`src/rtl/datapath_pkg.sv`:
```
// Shared constants for the sequential datapath: default sizes and ALU opcodes.
package datapath_pkg;

    localparam int unsigned REG_SIZE_DEFAULT = 32;
    localparam int unsigned NUM_GPR_DEFAULT  = 16;

    typedef enum logic [3:0] {
        AluAdd = 4'd0,
        AluSub = 4'd1,
        AluAnd = 4'd2,
        AluOr  = 4'd3,
        AluShr = 4'd4,
        AluShl = 4'd5,
        AluRor = 4'd6,
        AluRol = 4'd7,
        AluNeg = 4'd8,
        AluNot = 4'd9,
        AluMul = 4'd10,
        AluDiv = 4'd11
    } alu_op_e;

    function automatic logic is_multi_cycle(logic [3:0] op);
        return (op == AluMul) || (op == AluDiv);
    endfunction

endpackage

```
`src/rtl/mul_div_unit.sv`:
```
// Iterative unsigned multiplier / restoring divider, one result bit per cycle.
// finish_o and result_o expose the final step so the owner can capture it on that edge.
module mul_div_unit
    import datapath_pkg::*;
#(
    parameter int unsigned Width = REG_SIZE_DEFAULT
) (
    input  logic               clk_i,
    input  logic               rst_ni,
    input  logic               start_i,
    input  logic               div_i,
    input  logic [Width-1:0]   a_i,
    input  logic [Width-1:0]   b_i,
    output logic               busy_o,
    output logic               done_o,
    output logic               finish_o,
    output logic [2*Width-1:0] result_o
);

    localparam int unsigned CntW = $clog2(Width);

    typedef enum logic {StIdle, StRun} state_e;

    state_e             state_q;
    logic [CntW-1:0]    cnt_q;
    logic               div_q;
    logic               done_q;
    logic [Width-1:0]   opd_q;
    logic [2*Width-1:0] acc_q, acc_d;
    logic [Width:0]     mul_sum, rem_w, rem_n;
    logic               last;

    // MUL: acc = {partial, multiplier}, add then shift right.
    // DIV: acc = {remainder, dividend/quotient}, shift left then trial-subtract.
    always_comb begin
        mul_sum = {1'b0, acc_q[2*Width-1:Width]} + (acc_q[0] ? {1'b0, opd_q} : '0);
        rem_w   = acc_q[2*Width-1:Width-1];
        rem_n   = rem_w;
        if (div_q) begin
            if (rem_w >= {1'b0, opd_q}) begin
                rem_n = rem_w - {1'b0, opd_q};
            end
            acc_d = {rem_n[Width-1:0], acc_q[Width-2:0], rem_w >= {1'b0, opd_q}};
        end else begin
            acc_d = {mul_sum, acc_q[Width-1:1]};
        end
    end

    assign last     = (state_q == StRun) && (cnt_q == CntW'(Width - 1));
    assign finish_o = last;
    assign result_o = acc_d;
    assign busy_o   = (state_q == StRun);
    assign done_o   = done_q;

    always_ff @(posedge clk_i or negedge rst_ni) begin
        if (!rst_ni) begin
            state_q <= StIdle;
            cnt_q   <= '0;
            div_q   <= 1'b0;
            done_q  <= 1'b0;
            opd_q   <= '0;
            acc_q   <= '0;
        end else begin
            done_q <= 1'b0;
            unique case (state_q)
                StIdle: begin
                    if (start_i) begin
                        state_q <= StRun;
                        cnt_q   <= '0;
                        div_q   <= div_i;
                        opd_q   <= div_i ? b_i : a_i;
                        acc_q   <= {{Width{1'b0}}, div_i ? a_i : b_i};
                    end
                end
                StRun: begin
                    acc_q <= acc_d;
                    cnt_q <= cnt_q + 1'b1;
                    if (last) begin
                        state_q <= StIdle;
                        done_q  <= 1'b1;
                    end
                end
                default: state_q <= StIdle;
            endcase
        end
    end

endmodule

```
`src/rtl/seq_datapath.sv`:
```
// Single-bus sequential datapath: GPRs, PC/IR/Y/MAR/HI/LO/MDR, wide Z and an ALU
// with an iterative MUL/DIV unit. Bus contention zeroes the bus and sets a sticky flag.
module seq_datapath
    import datapath_pkg::*;
#(
    parameter int unsigned REG_SIZE = REG_SIZE_DEFAULT,
    parameter int unsigned NUM_GPR  = NUM_GPR_DEFAULT
) (
    input  logic                clk,
    input  logic                reset_n,
    input  logic [NUM_GPR-1:0]  gpr_in,
    input  logic [NUM_GPR-1:0]  gpr_out,
    input  logic                pc_in,
    input  logic                pc_out,
    input  logic                ir_in,
    input  logic                y_in,
    input  logic                mar_in,
    input  logic                hi_in,
    input  logic                hi_out,
    input  logic                lo_in,
    input  logic                lo_out,
    input  logic                z_in,
    input  logic                z_high_out,
    input  logic                z_low_out,
    input  logic                mdr_in,
    input  logic                mdr_out,
    input  logic                read,
    input  logic [REG_SIZE-1:0] m_data_in,
    input  logic [3:0]          alu_op,
    input  logic                alu_start,
    output logic                alu_busy,
    output logic                alu_done,
    output logic [REG_SIZE-1:0] bus_data,
    output logic [REG_SIZE-1:0] mar_data,
    output logic [REG_SIZE-1:0] ir_data,
    output logic                bus_err
);

    localparam int          NumSrc = NUM_GPR + 6;
    localparam int unsigned ShW    = $clog2(REG_SIZE);

    logic [REG_SIZE-1:0]   gpr_q [NUM_GPR];
    logic [REG_SIZE-1:0]   pc_q, ir_q, y_q, mar_q, hi_q, lo_q, mdr_q;
    logic [2*REG_SIZE-1:0] z_q;
    logic                  bus_err_q;

    logic [NumSrc-1:0]     drv_en;
    logic [REG_SIZE-1:0]   drv_val [NumSrc];
    logic [REG_SIZE-1:0]   bus_or;
    logic                  any_en, bus_multi;

    logic [REG_SIZE-1:0]   alu_res;
    logic [ShW-1:0]        sh, neg_sh;
    alu_op_e               op;

    logic                  md_accept, md_busy, md_done, md_finish;
    logic [2*REG_SIZE-1:0] md_result;

    assign drv_en = {mdr_out, z_low_out, z_high_out, lo_out, hi_out, pc_out, gpr_out};

    always_comb begin
        for (int i = 0; i < NUM_GPR; i++) begin
            drv_val[i] = gpr_q[i];
        end
        drv_val[NUM_GPR]     = pc_q;
        drv_val[NUM_GPR + 1] = hi_q;
        drv_val[NUM_GPR + 2] = lo_q;
        drv_val[NUM_GPR + 3] = z_q[2*REG_SIZE-1:REG_SIZE];
        drv_val[NUM_GPR + 4] = z_q[REG_SIZE-1:0];
        drv_val[NUM_GPR + 5] = mdr_q;
    end

    always_comb begin
        bus_or    = '0;
        any_en    = 1'b0;
        bus_multi = 1'b0;
        for (int i = 0; i < NumSrc; i++) begin
            bus_multi = bus_multi | (any_en & drv_en[i]);
            any_en    = any_en | drv_en[i];
            bus_or    = bus_or | (drv_val[i] & {REG_SIZE{drv_en[i]}});
        end
        bus_data = bus_multi ? '0 : bus_or;
    end

    // Rotates use (W - sh) mod W, which is simply the two's complement of sh.
    always_comb begin
        op      = alu_op_e'(alu_op);
        sh      = bus_data[ShW-1:0];
        neg_sh  = -sh;
        case (op)
            AluAdd:  alu_res = y_q + bus_data;
            AluSub:  alu_res = y_q - bus_data;
            AluAnd:  alu_res = y_q & bus_data;
            AluOr:   alu_res = y_q | bus_data;
            AluShr:  alu_res = y_q >> sh;
            AluShl:  alu_res = y_q << sh;
            AluRor:  alu_res = (y_q >> sh) | (y_q << neg_sh);
            AluRol:  alu_res = (y_q << sh) | (y_q >> neg_sh);
            AluNeg:  alu_res = '0 - bus_data;
            AluNot:  alu_res = ~bus_data;
            default: alu_res = '0;
        endcase
    end

    assign md_accept = alu_start && !md_busy && is_multi_cycle(alu_op);

    mul_div_unit #(
        .Width (REG_SIZE)
    ) u_mul_div (
        .clk_i    (clk),
        .rst_ni   (reset_n),
        .start_i  (md_accept),
        .div_i    (alu_op == AluDiv),
        .a_i      (y_q),
        .b_i      (bus_data),
        .busy_o   (md_busy),
        .done_o   (md_done),
        .finish_o (md_finish),
        .result_o (md_result)
    );

    always_ff @(posedge clk or negedge reset_n) begin
        if (!reset_n) begin
            for (int i = 0; i < NUM_GPR; i++) begin
                gpr_q[i] <= '0;
            end
            pc_q      <= '0;
            ir_q      <= '0;
            y_q       <= '0;
            mar_q     <= '0;
            hi_q      <= '0;
            lo_q      <= '0;
            mdr_q     <= '0;
            z_q       <= '0;
            bus_err_q <= 1'b0;
        end else begin
            for (int i = 0; i < NUM_GPR; i++) begin
                if (gpr_in[i]) gpr_q[i] <= bus_data;
            end
            if (pc_in)  pc_q  <= bus_data;
            if (ir_in)  ir_q  <= bus_data;
            if (y_in)   y_q   <= bus_data;
            if (mar_in) mar_q <= bus_data;
            if (hi_in)  hi_q  <= bus_data;
            if (lo_in)  lo_q  <= bus_data;
            if (mdr_in) mdr_q <= read ? m_data_in : bus_data;
            // A finishing MUL/DIV owns Z; z_in is dead while the unit is busy.
            if (md_finish) begin
                z_q <= md_result;
            end else if (z_in && !md_busy && !is_multi_cycle(alu_op)) begin
                z_q <= {{REG_SIZE{1'b0}}, alu_res};
            end
            bus_err_q <= bus_err_q | bus_multi;
        end
    end

    assign alu_busy = md_busy;
    assign alu_done = md_done;
    assign mar_data = mar_q;
    assign ir_data  = ir_q;
    assign bus_err  = bus_err_q;

endmodule

```
`config.mk`:
```
export PLATFORM = sky130hd
export DESIGN_NAME = seq_datapath
export DESIGN_NICKNAME = d
export VERILOG_FILES = /design/src/rtl/datapath_pkg.sv /design/src/rtl/mul_div_unit.sv /design/src/rtl/seq_datapath.sv
export SDC_FILE = /design/constraint.sdc
export NUM_CORES = 2
export LEC_CHECK = 0
export CORE_MARGIN = 2
export CORE_UTILIZATION = 23
export CTS_CLUSTER_SIZE = 30
export DETAILED_ROUTE_END_ITERATION = 10
export PLACE_DENSITY = 0.47
export SLEW_MARGIN = 20
export SYNTH_ARGS = -nofsm -noshare
export SYNTH_HDL_FRONTEND = slang
export SYNTH_HIERARCHICAL = 1
export SYNTH_SLANG_ARGS = --single-unit
export TNS_END_PERCENT = 5
```
`constraint.sdc`:
```
create_clock -name clk -period 5.4 [get_ports clk]
set_clock_uncertainty 0.2 [all_clocks]
set_input_delay 0.81 -clock clk [delete_from_list [all_inputs] [get_ports clk]]
set_output_delay 0.81 -clock clk [all_outputs]
set_load 0.05 [all_outputs]
```
==> results.json <==
{
  "fmax_ghz": 0.189,
  "slew_viol_final": 0,
  "drt-initial-drc-count": 5049,
  "arrival_ns": 5.76,
  "crit-reg2reg-launch": "z_q[4]",
  "syn_area_per_cell_um2": 10.1,
  "cap_violations": 0,
  "utilization": 0.301,
  "initial_core_util": 0.231,
  "wl_met3_mm": 18.4,
  "clockPowerShare": 0.370,
  "ys.flop_type": "dfrtp_1",
  "antenna_found_initial": 32,
  "seq_area_frac_synth": 0.404,
  "swShare": 0.341,
  "num_vias": 52300,
  "synth_top_area_cell": "dfrtp_1",
  "row_count": 181,
  "grt_overflow": 0,
  "cts_tree": "yes",
  "ios": 185,
  "fillers": 25400,
  "dpl-instance-area_um2": 69000,
  "first_pass_iters": 5,
  "peakVddDrop_v": 0.000704,
  "path_max_fanout": 12,
  "crit_path_end_kind": "register",
  "drive_gt1_frac": 0.339,
  "layout.nets": 6717,
  "drcViolationCount": 0,
  "dpl.hpwl_mm": 236,
  "drt-met1-wl_mm": 138,
  "ys_ff_latch": 905,
  "synth_area_um2": 56100,
  "path_class": "primary input to register",
  "synth_area_leaders": "dfrtp_1 40%, mux2_2 14%, mux2i_1 4.3%",
  "rsz0062_at_grt": "true",
  "power_frac_comb": 0.276,
  "cts_inserted_buffers": 107,
  "ys_types": 113,
  "finalCriticalPeriod_ns": 5.30,
  "dieArea_um2": 248000,
  "power_mw": 20.6,
  "grt_pass1_wl_mm": 430,
  "synth_fp_nets": 5823,
  "highest_layer": "met5",
  "avgViaCountPerCell": 5.35,
  "io_buffer_count": 184,
  "worstHoldEndpoint": "drv_val[248]",
  "hold_path.class": "primary input to register",
  "regArea_um2": 22700,
  "status": "finished clean",
  "multi_input_area_um2": 31300,
  "worst_pin_slew_ns": 1.01,
  "r2r_setup_slack_ns": 0.29,
  "yosysMostFrequentCell": "dfrtp_1",
  "cp-startpoint": "gpr_out[1]",
  "min_path_cells": 2,
  "syn_inst": 5570,
  "ys_warn_count": 6,
  "r2r-end": "z_q[13]",
  "ant_nets": 0,
  "syn2layout_area_growth_pct": 30.2,
  "grt_max_degree": 126,
  "clkTransAtPathRegs_ns": 0.06,
  "synth_edf_count": 0,
  "intPower_mw": 13.6,
  "finalSetupViolations": 0,
  "min_from": "gpr_in[14]",
  "p_leak_nw": 34.2,
  "wl_per_cell_um": 31.9,
  "setup_ws_ns": 0.104,
  "synth_top_area_frac": 0.404,
  "cts.sinks": 905,
  "required_ns": 5.86,
  "die_y_um": 498,
  "seq_power_share": 0.354,
  "place.gp.congestion": 1.04,
  "synthTopCellsByCount": "905 x dfrtp_1, 709 x mux2_2, 409 x nand2_1, 364 x clkbuf_1, 305 x o21ai_0",
  "cts-root-buf": "clkbuf_16",
  "powerDensity_nw_per_um2": 283,
  "clk_latency_ns": 0.77,
  "grtUsageTotal": 0.244,
  "switching_power_mw": 7.04,
  "relSlewSlack": 0.328,
  "die_w_um": 498,
  "grt_pass1_vias": 52100,
  "min_period_over_period": 0.981,
  "core-area_um2": 243000,
  "h-tree-depth": 3,
  "reg2reg_depth": 19,
  "pre_cts_ws_ns": -0.945,
  "cts_buffer_depth": 3,
  "totalWireLength_mm": 312,
  "route.met2.wl_mm": 140,
  "design_area_um2": 73000,
  "async_flop_share": 1.00,
  "finalHoldViolations": 0,
  "crit_path_start_kind": "primary input"
}
worst max-delay path, cell delays in order:
cell,delay (ns)
buf_2,0.12
or4_4,0.59
nor4b_4,0.25
o21ai_2,0.08
or3_4,0.38
buf_4,0.16
nor2_4,0.09
buf_12,0.15
buf_4,0.16
o31a_1,0.30
inv_1,0.13
ha_1,0.37
buf_4,0.18
a21o_1,0.15
a21o_1,0.17
a21oi_1,0.22
nand3_1,0.12
o21a_1,0.12
o221ai_1,0.44
buf_4,0.21
a31oi_1,0.04
and3_1,0.18
buf_4,0.16
a31oi_1,0.15
layer usage:
layer  GRT usage  vias up
li1            -    22500
met1       0.330    27200
met2       0.385     2036
met3      0.0369      502
met4       0.108       18
met5           0        -
layout by cell type (no fill, tap or decap), drive strengths merged, types with 21 or more instances in the layout:
master         netlist  routed
nand2              410     410
mux2i              241     241
clkdlybuf4s50        0     105
dfrtp              905     905
nor3                70      70
and2                65      65
nand3              188     188
a31oi               37      37
clkbuf             364     155
a22o               101     101
nand4               45      45
o211ai              61      61
and3                33      33
a21oi              240     240
a21o               109     109
xor2                42      42
a211oi              53      53
ha                 164     164
mux2               711     711
buf                120    1163
nor3b               35      35
o22ai               22      22
inv                124     126
o31a                31      31
xnor2               62      62
a22oi              255     255
nor4                22      22
a221oi              98      98
o21a                21      21
o21ai              320     320
clkinv               3      27
o31ai               32      32
nor2               299     299
mux4                26      26
logic make-up after synthesis:
logic type | synth area share
and+or+nand+nor | 0.106
adders and majority gates | 0.0377
xor gates and xnor gates | 0.0162
AOI/OAI and AO/OA | 0.196
buffers and inverters | 0.0439
DFF | 0.404
muxes | 0.196
sequential cells by signal, summed over array words and instances (netlist names):
| name | flops |
|---|---|
| drv_val | 512 |
| u_mul_div/acc_q | 64 |
| z_q | 64 |
| hi_q | 32 |
| ir_data | 32 |
| lo_q | 32 |
| mar_data | 32 |
| mdr_q | 32 |
| pc_q | 32 |
| u_mul_div/opd_q | 32 |
| y_q | 32 |
| u_mul_div/cnt_q | 5 |
| bus_err | 1 |
| u_mul_div/busy_o | 1 |
| u_mul_div/div_q | 1 |
| u_mul_div/done_o | 1 |
how the worst max path moves through the flow:
stage          depth (start not counted)      end
4_1_cts                               25  z_q[31]
3_5_place_dp                          23  z_q[12]
6_report                              24  z_q[19]
3_3_place_gp                          23  z_q[12]
5_1_grt                               29  z_q[31]
2_1_floorplan                         25  z_q[20]
power groups by stage:
stage	Clock, mW	Sequential, mW	Combinational [mW]
4_1_cts	7.78	7.31	5.71
3_3_place_gp	0	7.42	5.65
3_5_place_dp	0	7.42	5.67
2_1_floorplan	0	7.29	4.15
6_report	7.63	7.31	5.69
5_1_grt	8.06	7.34	6.17
area by class of cell:
type / count / share of cell area
repair buffers: 1269 / 0.148
flip-flops and latches: 905 / 0.310
inverters: 127 / 0.00665
multi-input cells: 4054 / 0.429
clock buffers: 155 / 0.0427
well taps: 3202 / 0.0549
diodes: 13 / 0.000446
clock inverters: 37 / 0.00775
timing repair:
| item | 4_1_cts | 5_1_grt |
|---|---|---|
| setup endpoints to repair | 7 | 19 |
| pin swaps | 0 | 5 |
| resized for setup | 6 | 31 |
| buffers inserted | 0 | 2 |
| hold buffers | 1 | 0 |
| endpoints found under the hold margin | 10 | 0 |
through the flow:
stage / instances / setup TNS, ns / hold WS [ns]
global route: 9751 / -0.111 / 0.193
floorplan: 5570 / -7.52 / 0.264
detailed placement: 9554 / -18.13 / 0.290
global placement: 9554 / -16.99 / 0.287
CTS: 9747 / 0 / 0.154
finish: 9762 / 0 / 0.215
Note: power is estimated with default switching activity, not from simulation.
